$ cat config.mk
export PLATFORM = sky130hd
export DESIGN_NAME = ex_stage
export DESIGN_NICKNAME = d
export VERILOG_FILES = /design/src/rtl/ex_stage.sv
export SDC_FILE = /design/constraint.sdc
export NUM_CORES = 1
export LEC_CHECK = 0
export BUFFER_PORTS_ARGS = -buffer_cell sky130_fd_sc_hd__buf_2
export CORE_MARGIN = 4
export CORE_UTILIZATION = 24
export CTS_BUF_LIST = sky130_fd_sc_hd__clkbuf_8
export CTS_CLUSTER_SIZE = 14
export DETAILED_ROUTE_END_ITERATION = 7
export MAX_ROUTING_LAYER = met4
export PLACE_DENSITY = 0.5
export SETUP_SLACK_MARGIN = 0.4
export SLEW_MARGIN = 10
export SYNTH_ARGS = -nofsm -noshare
export SYNTH_HDL_FRONTEND = slang
export SYNTH_SLANG_ARGS = --single-unit
export TNS_END_PERCENT = 30
$ cat constraint.sdc
create_clock -name clk -period 9.9 [get_ports clk]
set_clock_uncertainty 0.05 [all_clocks]
set_input_delay 1.98 -clock clk [delete_from_list [all_inputs] [get_ports clk]]
set_output_delay 1.98 -clock clk [all_outputs]
set_load 0.005 [all_outputs]
$ cat src/rtl/ex_stage.sv
// Execute stage of the 8-bit pipelined core: ALU, C/Z flags, conditional
// branch resolution and the registered EX/MEM pipeline boundary.
module ex_stage #(
  parameter int DATA_W  = 8,
  parameter int INSTR_W = 19
) (
  input  logic               clk,
  input  logic               reset,
  input  logic [DATA_W-1:0]  ID_EX_A,
  input  logic [DATA_W-1:0]  ID_EX_B,
  input  logic [INSTR_W-1:0] ID_EX_instruction,
  input  logic               ID_EX_mem_write,
  input  logic               ID_EX_reg_write,
  input  logic               ID_EX_alu_use_carry,
  input  logic               ID_EX_alu_B_mux,
  input  logic               ID_EX_select_c,
  input  logic               ID_EX_select_z,
  input  logic               ID_EX_write_c,
  input  logic               ID_EX_write_z,
  input  logic [2:0]         ID_EX_alu_op,
  input  logic [1:0]         ID_EX_reg_write_mux,
  input  logic               stall,
  input  logic               flush,
  output logic [DATA_W-1:0]  EX_MEM_alu_result,
  output logic [DATA_W-1:0]  EX_MEM_B,
  output logic [INSTR_W-1:0] EX_MEM_instruction,
  output logic               EX_MEM_mem_write,
  output logic               EX_MEM_reg_write,
  output logic [1:0]         EX_MEM_reg_write_mux,
  output logic               EX_MEM_branch_taken,
  output logic [DATA_W-1:0]  EX_MEM_branch_target,
  output logic               carry_flag,
  output logic               zero_flag
);

  typedef enum logic [2:0] {
    ALU_ADD  = 3'd0,
    ALU_SUB  = 3'd1,
    ALU_AND  = 3'd2,
    ALU_OR   = 3'd3,
    ALU_XOR  = 3'd4,
    ALU_SHL  = 3'd5,
    ALU_SHR  = 3'd6,
    ALU_PASS = 3'd7
  } alu_op_e;

  logic [DATA_W-1:0]  r_alu_result;
  logic [DATA_W-1:0]  r_b;
  logic [INSTR_W-1:0] r_instruction;
  logic               r_mem_write;
  logic               r_reg_write;
  logic [1:0]         r_reg_write_mux;
  logic               r_branch_taken;
  logic [DATA_W-1:0]  r_branch_target;
  logic               r_carry;
  logic               r_zero;

  logic [DATA_W-1:0]  w_bop;
  logic               w_cin;
  logic [DATA_W:0]    w_sum;
  logic [DATA_W:0]    w_diff;
  logic [DATA_W-1:0]  w_result;
  logic               w_carry;
  logic               w_zero;
  logic               w_taken;

  always_comb begin
    w_bop    = ID_EX_alu_B_mux ? ID_EX_instruction[DATA_W-1:0] : ID_EX_B;
    w_cin    = ID_EX_alu_use_carry & r_carry;
    // Bit DATA_W of the 9-bit difference is the borrow, since A-(Bop+cin) wraps negative.
    w_sum    = {1'b0, ID_EX_A} + {1'b0, w_bop} + {{DATA_W{1'b0}}, w_cin};
    w_diff   = {1'b0, ID_EX_A} - {1'b0, w_bop} - {{DATA_W{1'b0}}, w_cin};
    w_result = '0;
    w_carry  = 1'b0;
    case (alu_op_e'(ID_EX_alu_op))
      ALU_ADD:  begin w_result = w_sum[DATA_W-1:0];  w_carry = w_sum[DATA_W];  end
      ALU_SUB:  begin w_result = w_diff[DATA_W-1:0]; w_carry = w_diff[DATA_W]; end
      ALU_AND:  w_result = ID_EX_A & w_bop;
      ALU_OR:   w_result = ID_EX_A | w_bop;
      ALU_XOR:  w_result = ID_EX_A ^ w_bop;
      ALU_SHL:  begin w_result = {ID_EX_A[DATA_W-2:0], 1'b0}; w_carry = ID_EX_A[DATA_W-1]; end
      ALU_SHR:  begin w_result = {1'b0, ID_EX_A[DATA_W-1:1]}; w_carry = ID_EX_A[0]; end
      ALU_PASS: w_result = w_bop;
      default:  w_result = '0;
    endcase
    w_zero  = (w_result == '0);
    // Branch sees the flags as left by earlier instructions, not this one.
    w_taken = (ID_EX_select_c & r_carry) | (ID_EX_select_z & r_zero);
  end

  always_ff @(posedge clk) begin
    if (reset) begin
      r_alu_result    <= '0;
      r_b             <= '0;
      r_instruction   <= '0;
      r_mem_write     <= 1'b0;
      r_reg_write     <= 1'b0;
      r_reg_write_mux <= '0;
      r_branch_taken  <= 1'b0;
      r_branch_target <= '0;
      r_carry         <= 1'b0;
      r_zero          <= 1'b0;
    end else if (flush) begin
      // Bubble: everything downstream sees a no-op; flags are untouched.
      r_alu_result    <= '0;
      r_b             <= '0;
      r_instruction   <= '0;
      r_mem_write     <= 1'b0;
      r_reg_write     <= 1'b0;
      r_reg_write_mux <= '0;
      r_branch_taken  <= 1'b0;
      r_branch_target <= '0;
    end else if (!stall) begin
      r_alu_result    <= w_result;
      r_b             <= ID_EX_B;
      r_instruction   <= ID_EX_instruction;
      r_mem_write     <= ID_EX_mem_write;
      r_reg_write     <= ID_EX_reg_write;
      r_reg_write_mux <= ID_EX_reg_write_mux;
      r_branch_taken  <= w_taken;
      r_branch_target <= ID_EX_instruction[DATA_W-1:0];
      if (ID_EX_write_c) r_carry <= w_carry;
      if (ID_EX_write_z) r_zero  <= w_zero;
    end
  end

  assign EX_MEM_alu_result    = r_alu_result;
  assign EX_MEM_B             = r_b;
  assign EX_MEM_instruction   = r_instruction;
  assign EX_MEM_mem_write     = r_mem_write;
  assign EX_MEM_reg_write     = r_reg_write;
  assign EX_MEM_reg_write_mux = r_reg_write_mux;
  assign EX_MEM_branch_taken  = r_branch_taken;
  assign EX_MEM_branch_target = r_branch_target;
  assign carry_flag           = r_carry;
  assign zero_flag            = r_zero;

endmodule

==> results of run 1 <==
[state kept, by name, summed over array words and instances, names as in the netlist]
signal,count
EX_MEM_mem_write,1
EX_MEM_branch_taken,1
carry_flag,1
EX_MEM_alu_result,8
zero_flag,1
EX_MEM_instruction,19
EX_MEM_reg_write_mux,2
EX_MEM_reg_write,1
EX_MEM_B,8
[power by group]
group | internal [W] | switching (W) | leakage [nW]
Combinational | 0.0000649 | 0.0000851 | 1.59
Clock | 0.0000561 | 0.0000630 | 0.0472
Sequential | 0.000175 | 0.00000297 | 0.342
Total | 0.000296 | 0.000151 | 1.98
[worst max-delay path, stage by stage]
cell and delay [ns]:
buf_2 0.31, mux2i_2 0.47, xor2_1 0.19, ha_1 0.17, a21o_1 0.10, inv_1 0.05, fa_1 0.44, xnor2_1 0.16
o32ai_1 0.10, o32ai_2 0.29, nand4_1 0.15, nor3_2 0.13, nand3_1 0.10, o31ai_2 0.17
[Yosys cell counts, types with 3 or more instances]
library cell and count:
buf_2 8, o211a_1 3, clkbuf_1 5, fa_1 3, nand2b_1 6, a21o_1 4
dfxtp_1 42, xor2_1 7, ha_1 31, buf_4 8, nand2_1 13, o31ai_1 4
nor3_1 5, a21oi_1 21, nor2_1 58, o21a_1 5, buf_6 5, inv_1 31
xnor2_1 6, mux2i_1 48, o21ai_0 13, a211oi_1 3, nand3_1 6
[per-layer routing]
layer / part of all wire, % / vias to the layer above / GRT usage [%]
li1: - / 1482 / -
met1: 48 / 1417 / 17.0
met2: 47 / 64 / 20.2
met3: 4.1 / 7 / 1.79
met4: 0.77 / 0 / 2.49
met5: 0 / - / -
[cells in the final DEF, fill, tap and decap left out, types with 3 or more instances in the layout]
master,n
buf_2,101
xor2_1,7
fa_1,3
a21o_1,4
nor3_1,5
ha_1,31
nand3_1,6
nand2b_1,6
o21ai_0,13
xnor2_1,6
o21a_1,5
inv_1,31
nand2_1,13
o31ai_1,4
nor2_1,58
a21oi_1,21
o211a_1,3
a211oi_1,3
clkbuf_8,6
mux2i_1,48
dfxtp_1,42
[cell families (layout without fill, tap and decap cells)]
family / after synthesis / in the layout
flops: 42 / 42
fa+ha+maj: 34 / 34
mux: 53 / 53
xor+xnor: 13 / 13
simple gates: 107 / 107
buf+inv: 58 / 141
compound gates: 77 / 77
[stage by stage]
stage | setup slack, ns | util, % | hold slack [ns] | total power, W | std cells
2_1_floorplan | 5.41 | - | 0.432 | 0.000289 | 384
3_3_place_gp | 5.03 | 28.9 | 0.420 | 0.000330 | 635
3_5_place_dp | 4.93 | 28.9 | 0.430 | 0.000331 | 635
4_1_cts | 5.24 | 29.6 | 0.450 | 0.000452 | 643
5_1_grt | 5.07 | 29.6 | 0.484 | 0.000477 | 643
6_report | 5.25 | 29.6 | 0.447 | 0.000447 | 643
[cell type report]
cell class                 count  area (sq um)  area share, %
multi-input combinational    284          2180           55.0
sequential                    42           841           21.2
tap                          176           220           5.56
clock inverter                 2          12.5          0.316
timing repair buffer         102           513           12.9
clock buffer                   6          82.6           2.08
inverter                      31           116           2.94
[worst paths after layout]
check | slack, ns | end | depth (start not counted) | startpoint
worst max-delay path | 5.25 | zero_flag$_SDFFE_PP0P_ | 14 | ID_EX_alu_B_mux
worst min-delay path | 0.45 | EX_MEM_alu_result[1]$_SDFFE_PP0N_ | 2 | EX_MEM_alu_result[1]$_SDFFE_PP0N_
worst max register to register | 7.05 | EX_MEM_alu_result[5]$_SDFFE_PP0N_ | 12 | carry_flag$_SDFFE_PP0P_
worst min register to register | 0.45 | EX_MEM_alu_result[1]$_SDFFE_PP0N_ | 2 | EX_MEM_alu_result[1]$_SDFFE_PP0N_
==> summary.txt, run 1 <==
Yosys
  • Area leader, netlist: dfxtp_1
  • Number of synthesized flops with an enable pin: 0
  • Largest family of logic cells by synthesized area: multiplexers
  • Avg Cell Area, Syn: around 8.6 sq um
  • Yosys Warn Count: 0
  • Synth Area in Compound Gates: ~16%
  • Synth Area in Simple Gates: between 15 and 20%
  • Synthesized flop and latch total: 42
  • Cells after Synth: ~380
  • Adder-cell share of the synthesized area: between 10% and 20%
  • Synthesized net count: 470
  • Post-synthesis xor/xnor area fraction: roughly 3.4%
  • Share of the synthesized area in the top cell type: 25.4%
  • Ys async rst share: 0%
  • Netlist cell types: 60
  • Top cells by area, synth: dfxtp_1, mux2i_1, ha_1
  • Sequential area share after synthesis: 25.4%
  • Top_reg_cell synth: dfxtp_1
  • Post-synthesis mux area share: between 15 and 20%
  • Synth Cell Area: about 3300 sq um

Pwr
  • LEAKAGE: 1.98 nW
  • Maximum VDD drop: 0.0473 mV
  • PD cells: 113 nW/um^2

Clocking
  • # hold bufs at CTS: 0
  • TritonCTS clock tree: yes
  • Post_cts resized: 0
  • Worst-Skew Late Latency: around 0.3 ns
  • Post-CTS setup buffer count: 0
  • CTS sink count: 42
  • Clk buf depth: 2
  • H-tree lvl count: 2
  • TritonCTS Buffers: 5
  • Clock slew seen by the registers of the worst setup and hold paths: 0.09 ns
  • CTS Root Buffer Type: clkbuf_8

STA
  • Final worst-path cycle share: between 40% and 50%
  • Slew margin rel.: 50.3%
  • Final period demand of the worst path: 4.65 ns
  • Setup TNS: 0 ns
  • Final setup viols: 0
  • Final hold violations: 0
  • FMAX: ~220 MHz
  • Slew at the pin closest to its max-slew limit: 0.745 ns
  • Max-slew violations: 0
  • RSZ-0062 raised after global routing: false

GRT
  • Largest net degree at the start of global routing: 49
  • First-pass GRT wire length: roughly 16000 microns
  • Vias in the first global route: between 3000 and 4000
  • Initial antenna violation count: 0
  • Total gr overflow: 0
  • Overall routing resource usage: between 10% and 20%

Routing
  • Drc violations: 0
  • WL per Instance: 15.3 microns
  • Vias: between 2000 and 3000
  • Initial drt markers: ~180
  • Detailed Routing Iterations Pass 1: 5
  • Remaining antenna violation count: 0
  • Detailed-route wire length: 9810 microns
  • Vias per Instance: between 4 and 5

Die
  • Floorplan core area: 13400 sq um
  • Chip height: roughly 130 microns
  • Initial Util: about a quarter
  • FP Rows: 42
  • Ports: 102
  • Die width: roughly 130 microns
  • Die area: 15800 sq um

Finish
  • Layout cells sized above 1: ~27%
  • Layout fillers: 1470
  • Final instance area: 3960 sq um
  • Net count reported at finish: 552
  • N_diodes: 0
  • Layout area overhead: 19.6%

Setup path
  • Worst EP arrival: 4.82 ns
  • Worst Setup Start Kind: input port
  • Worst Setup Path Type: input port to flop
  • Crit path capture type: flop
  • Worst EP required: 10.08 ns
  • Worst-path maximum fanout: 8

Run status
  • Outcome: finished, final reports clean

Placed design
  • Post-DP Area: between 3000 and 4000 sq um
  • Final HPWL DP: between 7000 and 8000 microns
  • Routability cong.: roughly 0.85
  • Buffers added on ports: approximately 100

Run
  • Max-cap viol count: 0

Hold path
  • Worst Hold Class: flop to flop
Note: power is estimated with default switching activity, not from simulation.
==> inputs of run 2 (changes only) <==
--- a/config.mk
+++ b/config.mk
@@ -12,7 +12,7 @@
 export CTS_CLUSTER_SIZE = 14
 export DETAILED_ROUTE_END_ITERATION = 7
 export MAX_ROUTING_LAYER = met4
-export PLACE_DENSITY = 0.5
+export PLACE_DENSITY = 0.51
 export SETUP_SLACK_MARGIN = 0.4
 export SLEW_MARGIN = 10
 export SYNTH_ARGS = -nofsm -noshare
==> constraint.sdc (replaced) <==
create_clock -name clk -period 4.1 [get_ports clk]
set_clock_uncertainty 0.05 [all_clocks]
set_input_delay 0.82 -clock clk [delete_from_list [all_inputs] [get_ports clk]]
set_output_delay 0.82 -clock clk [all_outputs]
set_load 0.005 [all_outputs]
==> run 2 against run 1 <==
Critical path depth fell by 2. Critical endpoint is now carry_flag$_SDFFE_PP0P_. Clock-buffer cell count fell by 1. Sequential cell count did not move. Global-route usage fell by 0.38 points.
==> summary.txt, run 2 (synthesis gave the netlist of run 1 again) <==
Setup path
  • Worst-path maximum fanout: 7
  • Worst EP arrival: 3.61 ns
  • Crit path capture type: flop
  • Worst EP required: around 4.3 ns
  • Worst Setup Start Kind: input port
  • Worst Setup Path Type: input port to flop

Placed design
  • Routability cong.: roughly 0.92
  • Final HPWL DP: 7690 microns
  • DP Worst Slack: roughly 0.35 ns
  • Buffers added on ports: ~100

Routing
  • WL per Instance: about 15 microns
  • Drc violations: 0
  • Remaining antenna violation count: 0
  • Vias: about 3000
  • Detailed-route wire length: ~9600 microns
  • Initial drt markers: 151
  • Vias per Instance: roughly 4.7
  • Detailed Routing Iterations Pass 1: 6

Finish
  • Layout area overhead: 20.3%
  • Commonest non-fill, non-tap cell in the layout: buf_2
  • Layout fillers: around 1500
  • Net count reported at finish: roughly 550
  • Most frequent cells in the layout: buf_2, nor2_1, mux2i_1
  • Sequential cell area: 841 sq um
  • Layout cells sized above 1: 27.1%
  • Max reg flops: 19
  • Area of the multi-input gates: roughly 2200 sq um
  • N_diodes: 0

Run
  • Max-cap viol count: 0

Run status
  • Outcome: finished, final reports clean

STA
  • Setup TNS: 0 ns
  • Slew at the pin closest to its max-slew limit: 0.728 ns
  • RSZ-0062 raised after global routing: false
  • Slew margin rel.: 51.5%
  • Final setup viols: 0
  • Final period demand of the worst path: approximately 3.4 ns
  • FMAX: between 200 and 300 MHz
  • Final worst-path cycle share: between 80 and 90%
  • Max-slew violations: 0
  • Post-route worst setup slack: about 0.65 ns
  • Final hold violations: 0

GRT
  • Overall routing resource usage: around an eighth
  • Vias in the first global route: about 3000
  • Largest net degree at the start of global routing: 40
  • Initial antenna violation count: 0
  • First-pass GRT wire length: about 16000 microns
  • Total gr overflow: 0

Die
  • Die area: ~16000 sq um
  • Floorplan core area: 13400 sq um
  • Initial Util: 24.7%
  • Die width: between 100 and 150 microns
  • Ports: between 100 and 150
  • Chip height: 126 microns
  • FP Rows: 42

Clocking
  • CTS sink count: 42
  • TritonCTS Buffers: 5
  • # hold bufs at CTS: 0
  • Clk buf depth: 2
  • TritonCTS clock tree: yes
  • Worst-Skew Late Latency: approximately 0.28 ns
  • Clock slew seen by the registers of the worst setup and hold paths: about 0.080 ns
  • Post_cts resized: 0
  • CTS Root Buffer Type: clkbuf_8
  • Post-CTS setup buffer count: 0
  • H-tree lvl count: 2

Pwr
  • Maximum VDD drop: around 0.15 mV
  • LEAKAGE: 1.99 nW
  • Psw: about 0.00036 W
  • Internal cell power: between 0.0007 and 0.0008 W
  • Clk pwr share: just under 30%
  • Combinational Power Share: 32.5%
  • PD cells: between 200 and 300 nW/um^2
  • Seq pwr share: 38.5%
  • Switching share of power: a little under a third

Hold path
  • Worst Hold Class: flop to flop
==> run 2: layer usage <==
metal / track usage [%] / vias up / part of all wire (%)
met5: - / - / 0
met4: 1.59 / 0 / 0.62
met3: 2.00 / 6 / 4.0
met2: 20.6 / 70 / 48
met1: 15.8 / 1450 / 47
li1: - / 1483 / -
==> run 2: worst max-delay path, stage by stage <==
cell and delay, ns:
buf_2 0.11, buf_4 0.22, mux2i_1 0.39, ha_1 0.40, ha_1 0.27, or3_1 0.37, a21oi_1 0.25, o31ai_1 0.11
a21oi_1 0.21, xor2_1 0.20, nand2_1 0.07, a31oi_1 0.17
==> run 2: through the flow <==
step / hold slack, ns / cell area, sq um / power [W] / cells / utilization (%)
final: 0.446 / 3990 / 0.00111 / 644 / 29.7
after global routing: 0.484 / 3990 / 0.00119 / 644 / 29.7
after CTS: 0.453 / 3990 / 0.00112 / 644 / 29.7
after detailed placement: 0.434 / 3880 / 0.000801 / 636 / 28.9
after global placement: 0.421 / 3880 / 0.000796 / 636 / 28.9
after floorplan: 0.432 / 3310 / 0.000698 / 384 / -
==> run 2: final cells by class <==
class                      instances  area share [%]
tap                              176            5.52
sequential                        42            21.1
multi-input combinational        284            54.6
inverter                          31            2.92
clock buffer                       5            1.73
timing repair buffer             103            13.1
clock inverter                     3            1.04
==> run 2: power by group through the flow <==
stage	clock network, W	registers [W]	logic, W
6_report	0.000323	0.000429	0.000361
5_1_grt	0.000347	0.000431	0.000408
4_1_cts	0.000331	0.000429	0.000364
3_5_place_dp	0	0.000439	0.000362
3_3_place_gp	0	0.000438	0.000358
2_1_floorplan	0	0.000439	0.000259
==> run 2: worst paths after layout <==
kind | from | to | slack (ns) | cells past startpoint
min reg2reg | EX_MEM_instruction[8]$_SDFFE_PP0N_ | EX_MEM_instruction[8]$_SDFFE_PP0N_ | 0.45 | 2
min | EX_MEM_instruction[8]$_SDFFE_PP0N_ | EX_MEM_instruction[8]$_SDFFE_PP0N_ | 0.45 | 2
max reg2reg | carry_flag$_SDFFE_PP0P_ | zero_flag$_SDFFE_PP0P_ | 1.26 | 11
max | ID_EX_alu_B_mux | carry_flag$_SDFFE_PP0P_ | 0.65 | 12
